File: config.mk
export PLATFORM = sky130hd
export DESIGN_NAME = fifo_uart_tx
export DESIGN_NICKNAME = d
export VERILOG_FILES = /design/src/rtl/fifo_uart_tx.sv
export SDC_FILE = /design/constraint.sdc
export NUM_CORES = 1
export LEC_CHECK = 0
export ABC_AREA = 0
export BUFFER_PORTS_ARGS = -buffer_cell sky130_fd_sc_hd__buf_2
export CAP_MARGIN = 20
export CORE_ASPECT_RATIO = 0.7
export CORE_MARGIN = 1.5
export CORE_UTILIZATION = 35
export DETAILED_ROUTE_END_ITERATION = 8
export MAX_ROUTING_LAYER = met4
export SYNTH_ARGS = -nofsm -noshare
export SYNTH_HDL_FRONTEND = slang
export SYNTH_SLANG_ARGS = --single-unit
File: constraint.sdc
create_clock -name clk -period 2.96 [get_ports clk]
set_input_delay 0.148 -clock clk [delete_from_list [all_inputs] [get_ports clk]]
set_output_delay 0.148 -clock clk [all_outputs]
set_load 0.005 [all_outputs]
File: src/rtl/fifo_uart_tx.sv
// fifo_uart_tx: drains the 8-bit FIFO onto a UART-style TX line.
// One pop per frame: start bit, data LSB first, optional parity, stop bit(s).
module fifo_uart_tx #(
   parameter int CLKS_PER_BIT = 16,
   parameter int DATA_W       = 8,
   parameter bit PARITY_EN    = 1'b0,
   parameter bit PARITY_ODD   = 1'b0,
   parameter int STOP_BITS    = 1
) (
   input  logic              clk,
   input  logic              rst,
   input  logic              en,
   input  logic              fifo_empty,
   input  logic [DATA_W-1:0] fifo_data,
   output logic              fifo_rd,
   output logic              tx,
   output logic              busy,
   output logic              frame_done
);

   localparam int BW = $clog2(CLKS_PER_BIT);
   localparam int CW = $clog2(DATA_W + 1);
   localparam logic [BW-1:0] BAUD_MAX  = BW'(CLKS_PER_BIT - 1);
   localparam logic [CW-1:0] DATA_LAST = CW'(DATA_W - 1);
   localparam logic [CW-1:0] STOP_LAST = CW'(STOP_BITS - 1);

   typedef enum logic [2:0] {
      IDLE, FETCH, LOAD, START, DATA, PARITY, STOP
   } state_e;

   state_e            state_q, state_d;
   logic [BW-1:0]     baud_q, baud_d;
   logic [CW-1:0]     bit_q, bit_d;
   logic [DATA_W-1:0] shift_q, shift_d;
   logic              par_q, par_d;
   logic              tx_q, tx_d;
   logic              rd_q, rd_d;
   logic              busy_q, busy_d;
   logic              done_q, done_d;
   logic              bit_end;
   logic              go;

   always_ff @(posedge clk or posedge rst) begin
      if (rst) begin
         state_q <= IDLE;
         baud_q  <= '0;
         bit_q   <= '0;
         shift_q <= '0;
         par_q   <= 1'b0;
         tx_q    <= 1'b1;
         rd_q    <= 1'b0;
         busy_q  <= 1'b0;
         done_q  <= 1'b0;
      end else begin
         state_q <= state_d;
         baud_q  <= baud_d;
         bit_q   <= bit_d;
         shift_q <= shift_d;
         par_q   <= par_d;
         tx_q    <= tx_d;
         rd_q    <= rd_d;
         busy_q  <= busy_d;
         done_q  <= done_d;
      end
   end

   always_comb begin
      state_d = state_q;
      baud_d  = baud_q;
      bit_d   = bit_q;
      shift_d = shift_q;
      par_d   = par_q;
      bit_end = (baud_q == BAUD_MAX);
      go      = en && !fifo_empty;

      if (state_q inside {START, DATA, PARITY, STOP}) begin
         baud_d = bit_end ? '0 : baud_q + 1'b1;
      end

      unique case (state_q)
         IDLE: begin
            if (go) state_d = FETCH;
         end
         FETCH: state_d = LOAD;
         LOAD: begin
            shift_d = fifo_data;
            par_d   = (^fifo_data) ^ PARITY_ODD;
            baud_d  = '0;
            bit_d   = '0;
            state_d = START;
         end
         START: begin
            if (bit_end) state_d = DATA;
         end
         DATA: begin
            if (bit_end) begin
               shift_d = shift_q >> 1;
               bit_d   = bit_q + 1'b1;
               if (bit_q == DATA_LAST) begin
                  bit_d   = '0;
                  state_d = PARITY_EN ? PARITY : STOP;
               end
            end
         end
         PARITY: begin
            if (bit_end) state_d = STOP;
         end
         STOP: begin
            if (bit_end) begin
               bit_d = bit_q + 1'b1;
               if (bit_q == STOP_LAST) begin
                  bit_d   = '0;
                  state_d = go ? FETCH : IDLE;
               end
            end
         end
         default: state_d = IDLE;
      endcase

      // Outputs are registered, so decode them from the upcoming state.
      rd_d   = (state_d == FETCH);
      busy_d = (state_d != IDLE);
      done_d = (state_d == STOP) && (baud_d == BAUD_MAX) &&
               (bit_d == STOP_LAST);
      unique case (state_d)
         START:   tx_d = 1'b0;
         DATA:    tx_d = shift_d[0];
         PARITY:  tx_d = par_d;
         default: tx_d = 1'b1;
      endcase
   end

   assign fifo_rd    = rd_q;
   assign tx         = tx_q;
   assign busy       = busy_q;
   assign frame_done = done_q;

endmodule

# Yosys cells after proc, flatten, opt, wreduce, memory -nomap -nowiden

Cells that the tools add are included.
Widths: inputs -> output; s select.

Output and inout port bits: 4
Flip-flop bits (word level): 24
Input port bits: 12

Multiplexer cells: 21
Equal/unequal tests: 15
Reductions and logical operators: 12
$add $sub $neg: 2

Operator list:

| cell                | number |
|---|---|
| $mux 4              | 7 |
| $mux 3              | 7 |
| $pmux 3 s7          | 1 |
| $eq 3x3->1 const B  | 6 |
| $pmux 8 s2          | 1 |
| $pmux 4 s3          | 1 |
| $eq 3x2->1 const B  | 3 |
| $add 4x1->4 const B | 2 |
| $eq 4x4->1 const B  | 2 |
| $logic_not 4->1     | 2 |
| $mux 8              | 1 |
| $reduce_xor 8->1    | 1 |
| $eq 3x1->1 const B  | 2 |
| $eq 4x3->1 const B  | 1 |
| $reduce_bool 4->1   | 1 |
| $logic_and 1x1->1   | 3 |
| $logic_not 3->1     | 1 |
| $pmux 1 s3          | 1 |
| $reduce_bool 3->1   | 1 |
| $mux 1              | 2 |
| $ne 2x2->1 const B  | 1 |
| $reduce_and 2->1    | 1 |
| $reduce_bool 2->1   | 1 |
| $logic_not 1->1     | 1 |

# Longest topological paths before layout

Gate-level depths: netlist (run 1).

Word-level depth: 9
Mapped depth: 8
Mapped depth without buffers: 7

# Worst setup path before layout (run 1)

Ideal clock, no wire load.

Path kind: reg-to-reg
From: register baud_q[0]
To: register tx_q (netlist: tx)
Data arrival time: 2.111 ns
Clock period less this slack: 2.189 ns
Setup slack: 0.771 ns
Stages on the path, launching flop included: 9
Cells stage by stage: dfrtp_1 ha_1 and3_4 buf_6 and3_4 buf_6 a221o_1 or4_1 and3_1

Elaborated cells between the ends (all ways): 12
Classes of those cells: eq/ne: 4; mux: 8

RTL lines:

| what                   | RTL line | text |
|---|---|---|
| from (decl)            | 32       | `logic [BW-1:0] baud_q, baud_d;` |
| from (signal assigned) | 56       | `baud_q <= baud_d;` |
| $eq 4x4->1             | 73       | `bit_end = (baud_q == BAUD_MAX);` |
| $mux 8                 | 96       | `if (bit_end) begin` |
| $pmux 8 s2             | 80       | `unique case (state_q)` |
| named net shift_d[0]   | 34       | `logic [DATA_W-1:0] shift_q, shift_d;` |
| $pmux 1 s3             | 125      | `unique case (state_d)` |
| named net tx_d         | 36       | `logic tx_q, tx_d;` |
| to (signal assigned)   | 60       | `tx_q <= tx_d;` |
| to (decl)              | 36       |  |

The timed path passes the listed nets, and every way through them passes these cells. The select of a mux whose other input is x is not followed.
A chain may end at the register's enable or synchronous reset.

# Final worst setup path (run 1)

From: register state_q[0]
To: register tx_q (netlist: tx)

Elaborated cells between the ends (all ways): 21
Classes of those cells: eq/ne: 9; mux: 11; reduce/logical: 1

RTL lines:

| what                                     | RTL line | text |
|---|---|---|
| from (decl)                              | 31       | `state_e state_q, state_d;` |
| from (signal assigned)                   | 55       | `state_q <= state_d;` |
| $eq 3x3->1 or $eq 3x2->1 (tied branches) | 80       |  |
| $pmux 8 s2 *                             | 80       |  |
| named net shift_d[0]                     | 34       |  |
| $pmux 1 s3 *                             | 125      |  |
| named net tx_d                           | 36       |  |

The timed path passes the listed nets; every way through them passes the cells marked *.

==> impl_metrics.tcl, run 1 <==
set metrics [dict create \
    status "complete, no violations" \
    die_y_microns 58.2 \
    r2r_slack_ps 620 \
    critical_path_class "register to register" \
    maxSlewViolCount 0 \
    num_rows 19 \
    path_buf_inv 0 \
    min_period_ps 2340 \
    layout-drive-gt1-share_pct 16.2 \
    initial_utilization_pct 37.7 \
    num_vias 1244 \
    cts_inserted_buffers 3 \
    rr_worst_depth 5 \
    synthFlopType "dfrtp_1" \
    ys_warn_count 0 \
    syn_inst 167 \
    cts_max_level 1 \
    grt_use_total_pct 15.8 \
    grt_pass1_wl_microns 5550 \
    setup-tns-final_ps 0 \
    die_w_microns 81.8 \
    combPwrFrac_pct 6.9 \
    timing.fmax_mhz 427 \
    synth_top_cell_area_share_pct 37.8 \
    grt_max_degree 25 \
    nNetsFinal 195 \
    netlist_top_cells_area "dfrtp_1 (38%), nand2_1 (5.7%), xnor2_1 (5.2%), a22oi_1 (3.5%), a21oi_1 (3.3%)" \
    routed_via_density 5.39 \
    clockBufferDepth 2 \
    p_leak_nw 0.743 \
    ys_seq_area_share_pct 39.5 \
    period_share_pct 79.2 \
    clk_pin_slew_ps 90 \
    gp_congestion 0.842 \
    seq_power_share_pct 50.4 \
    p_int_mw 0.543 \
    crit_arrival_ps 2550 \
    clkPwrFrac_pct 42.7 \
    drt-wirelength-per-cell_microns 13.9 \
    avgSynthCellArea_sq_um 9.12 \
    diodes 0 \
    maxCapViolations 0 \
    total_power_mw 0.680 \
    skew_ps 1.30 \
    clock_latency_ps 270 \
    dr.first_iter.drc_count 151 \
    cts.repair.resized 0 \
    worstMarginPinSlew_ps 889 \
    root_buffer "clkbuf_8" \
    synthDistinctLibCells 47 \
    slowest_delay_ps 550 \
    setup-violations-final 0 \
    critPathTopFamily "simple AND/OR/NAND/NOR gates" \
    holdWs_ps 55.2 \
    die-area_sq_um 4760 \
    ios 16 \
    ys_top_cells_by_count "dfrtp_1 (23), nand2_1 (23), a21oi_1 (10), inv_1 (10), xnor2_1 (9)" \
    hold_violations 0 \
    p_sw_share_pct 20.2 \
    fillCellCount 401 \
    cts_tree "built" \
    drc 0 \
    p_switching_mw 0.138 \
    crit_path_max_fanout 16 \
    ant_nets 0 \
    crit_chain "nor2b_1 > a31oi_1 > a221o_1 > or4_1 > and3_1" \
    core_sq_um 4040 \
    routed_wirelength_microns 3210 \
    hold_buffers 0 \
    p_per_area_nw_per_um2 403 \
    io_buffer_count 15 \
    hold_path_class "primary input to async pin" \
    peakVddDrop_mv 0.225 \
    grt_pass1_vias 1120 \
    overflow 0 \
    cp_slowest_cell "dfrtp_1" \
    required_ps 3170 \
    critPathCaptureType "register" \
    synth_fp_nets 182 \
    rsz0062_at_grt "false" \
    dp_hpwl_microns 2420 \
    clock-sinks 24 \
    cts_setup_buffers 0 \
    synth-async-reset-ratio_pct 100 \
    synth-edff-count 0 \
    antenna_found_initial 0 \
    synthToLayoutAreaGrowth_pct 10.8 \
    crit_cells 5 \
    synth_top_cell_by_area "dfrtp_1" \
    startpoint_type "register" \
    relSlewSlack_pct 40.7 \
    synth-seq-cells 24 \
    dr.pass1.iters 5 \
    synthesis.area_sq_um 1520 \
]
## power groups by stage
stage	clock network (mW)	registers [mW]	logic [mW]
after floorplan	0	0.349	0.0322
after global placement	0	0.349	0.0478
after detailed placement	0	0.350	0.0487
after CTS	0.302	0.343	0.0487
after global routing	0.322	0.345	0.0532
final	0.290	0.343	0.0469
## worst reg2reg max path, cell delays in order (launching register included)
cell and delay [ps]:
dfrtp_1 550, nor2b_1 450, a31oi_1 320, a221o_1 380
or4_1 390, and3_1 190
## layout by cell type (no fill, tap or decap), types with 2 or more instances in the layout
cell / netlist / routed
nand2_1: 23 / 23
dfrtp_1: 23 / 23
buf_2: 4 / 15
inv_1: 10 / 10
a21oi_1: 10 / 10
xnor2_1: 9 / 9
a22oi_1: 7 / 7
nor2_1: 7 / 7
nor2b_1: 5 / 5
mux2i_1: 5 / 5
o21ai_0: 5 / 5
a31oi_1: 4 / 4
nand3_1: 4 / 4
and3_1: 3 / 3
ha_1: 3 / 3
clkbuf_8: 0 / 3
and3_4: 2 / 2
and3b_1: 2 / 2
a211oi_1: 2 / 2
or2_2: 2 / 2
nor3_1: 2 / 2
o211ai_1: 2 / 2
a221oi_1: 2 / 2
nand4_1: 2 / 2
and2_1: 2 / 2
a221o_1: 2 / 2
or4_1: 2 / 2
buf_4: 0 / 2
## layer usage
metal / up-vias / routed length [microns] / GRT usage (%)
li1: 624 / - / -
met2: 24 / 1370 / 20.5
met1: 594 / 1690 / 24.6
met5: - / 0 / -
met4: 0 / 11 / 2.18
met3: 2 / 147 / 4.25
## flip-flops by register name, summed over array words and instances, names as in the netlist
signal,count
bit_q,4
frame_done,1
fifo_rd,1
state_q,3
tx,1
baud_q,4
par_q,1
shift_q,8
busy,1
## logic make-up after synthesis
group | after synthesis | share of synthesized area, %
compound gates | 43 | 19.6
xor+xnor | 9 | 5.18
fa+ha+maj | 3 | 2.47
buf+inv | 19 | 6.49
flops | 24 | 39.5
mux | 6 | 4.03
simple gates | 63 | 22.7
## stage by stage
stage                     area (sq um)  util, %  std cells  worst slack, ps
after floorplan                   1520        -        167              771
after global placement            1620     40.0        227              760
after detailed placement          1620     40.0        227              640
after CTS                         1690     41.8        231              626
after global routing              1690     41.8        231              405
final                             1690     41.8        231              616
## final timing paths
check,from,end
max in group asynchronous,rst,baud_q[3]$_DFF_PP0_
min in group clk,fifo_data[7],shift_q[7]$_DFFE_PP0P_
worst max register to register,state_q[0]$_DFF_PP0_,tx$_DFF_PP1_
worst min register to register,shift_q[2]$_DFFE_PP0P_,shift_q[2]$_DFFE_PP0P_
worst min-delay path,rst,shift_q[2]$_DFFE_PP0P_
worst max-delay path,state_q[0]$_DFF_PP0_,tx$_DFF_PP1_
## area by class of cell
cell class / count / area, sq um / share of cell area (%)
well taps: 52 / 65.1 / 3.85
clock inverters: 1 / 30.0 / 1.78
repair buffers: 17 / 90.1 / 5.34
multi-input cells: 124 / 822 / 48.7
flip-flops and latches: 24 / 602 / 35.7
inverters: 10 / 37.5 / 2.22
clock buffers: 3 / 41.3 / 2.45
Power figures use the tool's default switching activity.
==> run 2: changes to the inputs <==
- clock period: 2.96 -> 2.1 ns (I/O delays scaled with it)
==> run 2 against run 1 <==
Core utilization grew 4.5 points. Non-clock buffer count grew 20. Final area grew 11%.
==> impl_metrics.tcl, run 2 (synthesis results as in run 1) <==
set metrics [dict create \
    relSlewSlack_pct 69.3 \
    worstMarginPinSlew_ps 457 \
    hold_path_class "primary input to register" \
    antenna_found_initial 0 \
    holdWs_ps 68.0 \
    skew_ps 4.37 \
    placedCellCount 244 \
    die_w_microns 81.8 \
    crit_path_max_fanout 4 \
    total_power_mw 0.967 \
    num_rows 19 \
    mostFrequentLayoutCell "nand2_1" \
    overflow 0 \
    routed_wirelength_microns 3480 \
    startpoint_type "register" \
    cts_tree "built" \
    cts_inserted_buffers 3 \
    layout-drive-gt1-share_pct 26.6 \
    ios 16 \
    diodes 0 \
    routed_via_density 5.31 \
    grt_max_degree 25 \
    status "complete, no violations" \
    crit_arrival_ps 2130 \
    setup-violations-final 0 \
    root_buffer "clkbuf_8" \
    dp_hpwl_microns 2710 \
    cts_max_level 1 \
    initial_utilization_pct 37.7 \
    critPathCaptureType "register" \
    clock-sinks 24 \
    clk_pin_slew_ps 90 \
    rsz0062_at_grt "false" \
    finalNonFillerCells 251 \
    dr.pass1.iters 4 \
    num_vias 1333 \
    min_period_ps 1970 \
    timing.fmax_mhz 507 \
    die-area_sq_um 4760 \
    layout.cells.most_common_list "nand2_1 (23), dfrtp_1 (22), buf_4 (21)" \
    dr.first_iter.drc_count 91 \
    synthToLayoutAreaGrowth_pct 22.8 \
    io_buffer_count 15 \
    core_sq_um 4040 \
    largest_reg_flops 8 \
    period_share_pct 93.9 \
    nNetsFinal 215 \
    critical_path_class "register to register" \
    top_register "shift_q" \
    setup-tns-final_ps 0 \
    drt-wirelength-per-cell_microns 13.9 \
    p_per_area_nw_per_um2 517 \
    hold_violations 0 \
    die_y_microns 58.2 \
    ant_nets 0 \
    p_leak_nw 0.847 \
    gp_congestion 0.880 \
    r2r_slack_ps 130 \
    grt_pass1_wl_microns 5590 \
    peakVddDrop_mv 0.271 \
    top_regs "shift_q: 8 flops, baud_q: 4 flops, bit_q: 4 flops" \
    clockBufferDepth 2 \
    grt_use_total_pct 15.8 \
    required_ps 2260 \
    grt_pass1_vias 1233 \
    maxSlewViolCount 0 \
    clock_latency_ps 270 \
    drc 0 \
    maxCapViolations 0 \
]
-- run 2: worst max-delay path, cell delays in order (launching register included) --
cell	delay [ps]
dfrtp_1	420
ha_4	180
and2_1	130
a221o_1	320
a211oi_1	300
nand3_1	140
a2111oi_2	370
-- run 2: final timing paths --
kind                                               end              startpoint  depth (start not counted)
worst min register to register  shift_q[3]$_DFFE_PP0P_  shift_q[3]$_DFFE_PP0P_                          2
min in group asynchronous       shift_q[5]$_DFFE_PP0P_                     rst                          4
worst max register to register    frame_done$_DFF_PP0_     baud_q[1]$_DFF_PP0_                          6
max in group asynchronous                 tx$_DFF_PP1_                     rst                          4
worst min-delay path            shift_q[5]$_DFFE_PP0P_            fifo_data[5]                          3
worst max-delay path              frame_done$_DFF_PP0_     baud_q[1]$_DFF_PP0_                          6
-- run 2: layout make-up --
| type | instances | area (sq um) |
|---|---|---|
| Clock inverter | 1 | 30.0 |
| Multi-Input combinational cell | 124 | 851 |
| Inverter | 10 | 37.5 |
| Timing Repair Buffer | 37 | 243 |
| Sequential cell | 24 | 603 |
| Clock buffer | 3 | 41.3 |
| Fill cell | 385 | 2170 |
| Tap cell | 52 | 65.1 |
-- run 2: per-layer routing --
layer | GRT usage (%) | wire [microns] | up-vias
met1 | 22.4 | 1750 | 646
li1 | - | - | 661
met4 | 3.15 | 16 | 0
met5 | - | 0 | -
met2 | 22.8 | 1590 | 24
met3 | 3.78 | 131 | 2
-- run 2: repair_timing --
item | in CTS | in global routing
pin swaps | 0 | 2
endpoints found under the hold margin | 23 | 0
endpoints found under the setup margin | 1 | 3
gates resized for setup | 1 | 5
buffers inserted | 0 | 2
hold buffers | 1 | 0
-- run 2: through the flow --
step / cell area, sq um / util, % / worst slack (ps)
floorplan: 1530 / - / 7.41
global placement: 1750 / 43.2 / 48.7
detailed placement: 1750 / 43.2 / -36.2
CTS: 1830 / 45.4 / 24.2
global route: 1870 / 46.3 / 1.66
finish: 1870 / 46.3 / 128
-- run 2: power breakdown --
part	total (mW)	switching (mW)	internal, mW	leakage [nW]
registers	0.485	0.00696	0.478	0.280
logic	0.0712	0.0367	0.0345	0.532
clock network	0.411	0.156	0.255	0.0357
total	0.967	0.199	0.767	0.847
==> run 3: changes to the inputs <==
- clock period: 2.1 -> 2.2 ns (I/O delays scaled with it)
==> run 3 against run 2 <==
Core utilization fell by 1.0 points. Maximum frequency fell by 6.5%. First-iteration DRC count rose by 25%. Flip-flop and latch count did not move. Clock-buffer cell count did not move. Highest routed layer unchanged.
==> impl_metrics.tcl, run 3 (synthesis results as in run 1) <==
set metrics [dict create \
    die_y_microns 58.2 \
    relSlewSlack_pct 68.4 \
    worstMarginPinSlew_ps 472 \
    top_usage_layer "met2" \
    peakVddDrop_mv 0.320 \
    cts_inserted_buffers 3 \
    crit_arrival_ps 2320 \
    core_sq_um 4040 \
    dp_hpwl_microns 2660 \
    dr.pass1.iters 4 \
    gp_congestion 0.823 \
    antenna_found_initial 0 \
    maxSlewViolCount 0 \
    clockBufferDepth 2 \
    min_period_ps 2110 \
    drc 0 \
    total_power_mw 0.929 \
    critical_path_class "register to register" \
    routed_wirelength_microns 3610 \
    skew_ps 6.20 \
    nNetsFinal 210 \
    holdWs_ps 70.3 \
    hold_path_class "primary input to register" \
    routed_via_density 5.40 \
    min_from "fifo_data[7]" \
    synthToLayoutAreaGrowth_pct 20.1 \
    grt_max_degree 25 \
    seqCellArea_sq_um 606 \
    post_dp_cell_area_sq_um 1710 \
    clock_latency_ps 280 \
    finalCoreUtilization_pct 45.3 \
    grt_pass1_vias 1275 \
    setup-violations-final 0 \
    cts_tree "built" \
    min_to "shift_q[7]$_DFFE_PP0P_" \
    initial_utilization_pct 37.7 \
    layout.cells.most_common_list "nand2_1 (23), dfrtp_1 (20), buf_4 (16)" \
    critPathTopFamily "simple AND/OR/NAND/NOR gates" \
    fillCellCount 379 \
    maxCapViolations 0 \
    overflow 0 \
    largest_reg_flops 8 \
    top_register "shift_q" \
    layout-drive-gt1-share_pct 25.3 \
    grtUsageMet2_pct 26.6 \
    min_path_cells 3 \
    rr_endpoint "tx$_DFF_PP1_" \
    crit_chain "inv_1 > ha_1 > nor3b_2 > nand3_1 > a31o_1 > or4_1 > and3_1" \
    cts_max_level 1 \
    num_vias 1329 \
    root_buffer "clkbuf_8" \
    mostFrequentLayoutCell "nand2_1" \
    io_buffer_count 15 \
    p_leak_nw 0.827 \
    hold_violations 0 \
    cp_slowest_cell "or4_1" \
    grt_util_met1_pct 23.4 \
    ios 16 \
    path_buf_inv 1 \
    critPathCaptureType "register" \
    dr.first_iter.drc_count 114 \
    grt_use_met3_pct 4.25 \
    rr_worst_depth 7 \
    die_w_microns 81.8 \
    top_regs "shift_q: 8 flops, baud_q: 4 flops, bit_q: 4 flops" \
    multi_input_area_sq_um 845 \
    grt_pass1_wl_microns 6050 \
    timing.fmax_mhz 474 \
    status "complete, no violations" \
    clk_pin_slew_ps 90 \
    finalNonFillerCells 246 \
    crit_cells 7 \
    regToRegStartpoint "bit_q[0]$_DFF_PP0_" \
    ant_nets 0 \
    num_rows 19 \
    crit_path_max_fanout 4 \
    stdcell_area_sq_um 1830 \
    slowest_delay_ps 480 \
    placedCellCount 240 \
    clock-sinks 24 \
    r2r_slack_ps 90 \
    required_ps 2410 \
    startpoint_type "register" \
    p_per_area_nw_per_um2 508 \
    period_share_pct 95.9 \
    drt-wirelength-per-cell_microns 14.7 \
    diodes 0 \
    die-area_sq_um 4760 \
    grt_use_total_pct 17.5 \
]
[run 3: cell types whose count changed in the layout (fill, tap and decap cells not counted)]
cell     delta
dfrtp_1     -2
nor3b_2     +1
inv_2       -1
buf_4       -5
nor3b_4     -1
inv_1       +1
dfrtp_2     +2
[run 3: worst max path at each step]
stage | to | startpoint | slack [ps]
finish | tx$_DFF_PP1_ | bit_q[0]$_DFF_PP0_ | 90
global route | tx$_DFF_PP1_ | bit_q[0]$_DFF_PP0_ | -20
CTS | frame_done$_DFF_PP0_ | baud_q[0]$_DFF_PP0_ | 60
detailed placement | frame_done$_DFF_PP0_ | baud_q[0]$_DFF_PP0_ | -40
global placement | tx$_DFF_PP1_ | bit_q[0]$_DFF_PP0_ | 120
floorplan | tx$_DFF_PP1_ | baud_q[0]$_DFF_PP0_ | 10
[run 3: timing repair]
item	CTS	global route
hold buffers	1	0
pin swaps	0	1
endpoints found under the setup margin	2	2
gates resized for setup	3	4
buffers inserted	0	1
hold endpoints to repair	23	0
[run 3: through the flow]
| stage | TNS (ps) | worst slack (ps) |
|---|---|---|
| final | 0 | 90.3 |
| after global routing | -15.7 | -15.7 |
| after CTS | 0 | 59.3 |
| after detailed placement | -70.7 | -39.8 |
| after global placement | 0 | 118 |
| after floorplan | 0 | 11.1 |
[run 3: area by class of cell]
cell class / count / share of cell area [%]
repair buffers: 32 / 11.2
multi-input cells: 124 / 46.2
clock buffers: 3 / 2.26
flip-flops and latches: 24 / 33.1
well taps: 52 / 3.56
clock inverters: 1 / 1.64
inverters: 10 / 2.05
[run 3: per-layer routing]
metal / vias to the layer above / routed length, microns / part of all wire [%]
li1: 655 / - / -
met1: 643 / 1740 / 48
met2: 27 / 1680 / 46
met3: 4 / 163 / 4.5
met4: 0 / 31 / 0.86
met5: - / 0 / 0
[run 3: power breakdown]
group / leakage, nW / total, mW / switching, mW / internal (mW)
clock network: 0.0357 / 0.400 / 0.156 / 0.244
registers: 0.278 / 0.462 / 0.00556 / 0.456
logic: 0.514 / 0.0676 / 0.0346 / 0.0330
total: 0.827 / 0.929 / 0.196 / 0.733
[run 3: worst min-delay path: stages]
cell	delay (ps)
buf_2	90
nand2_1	40
o21ai_0	60
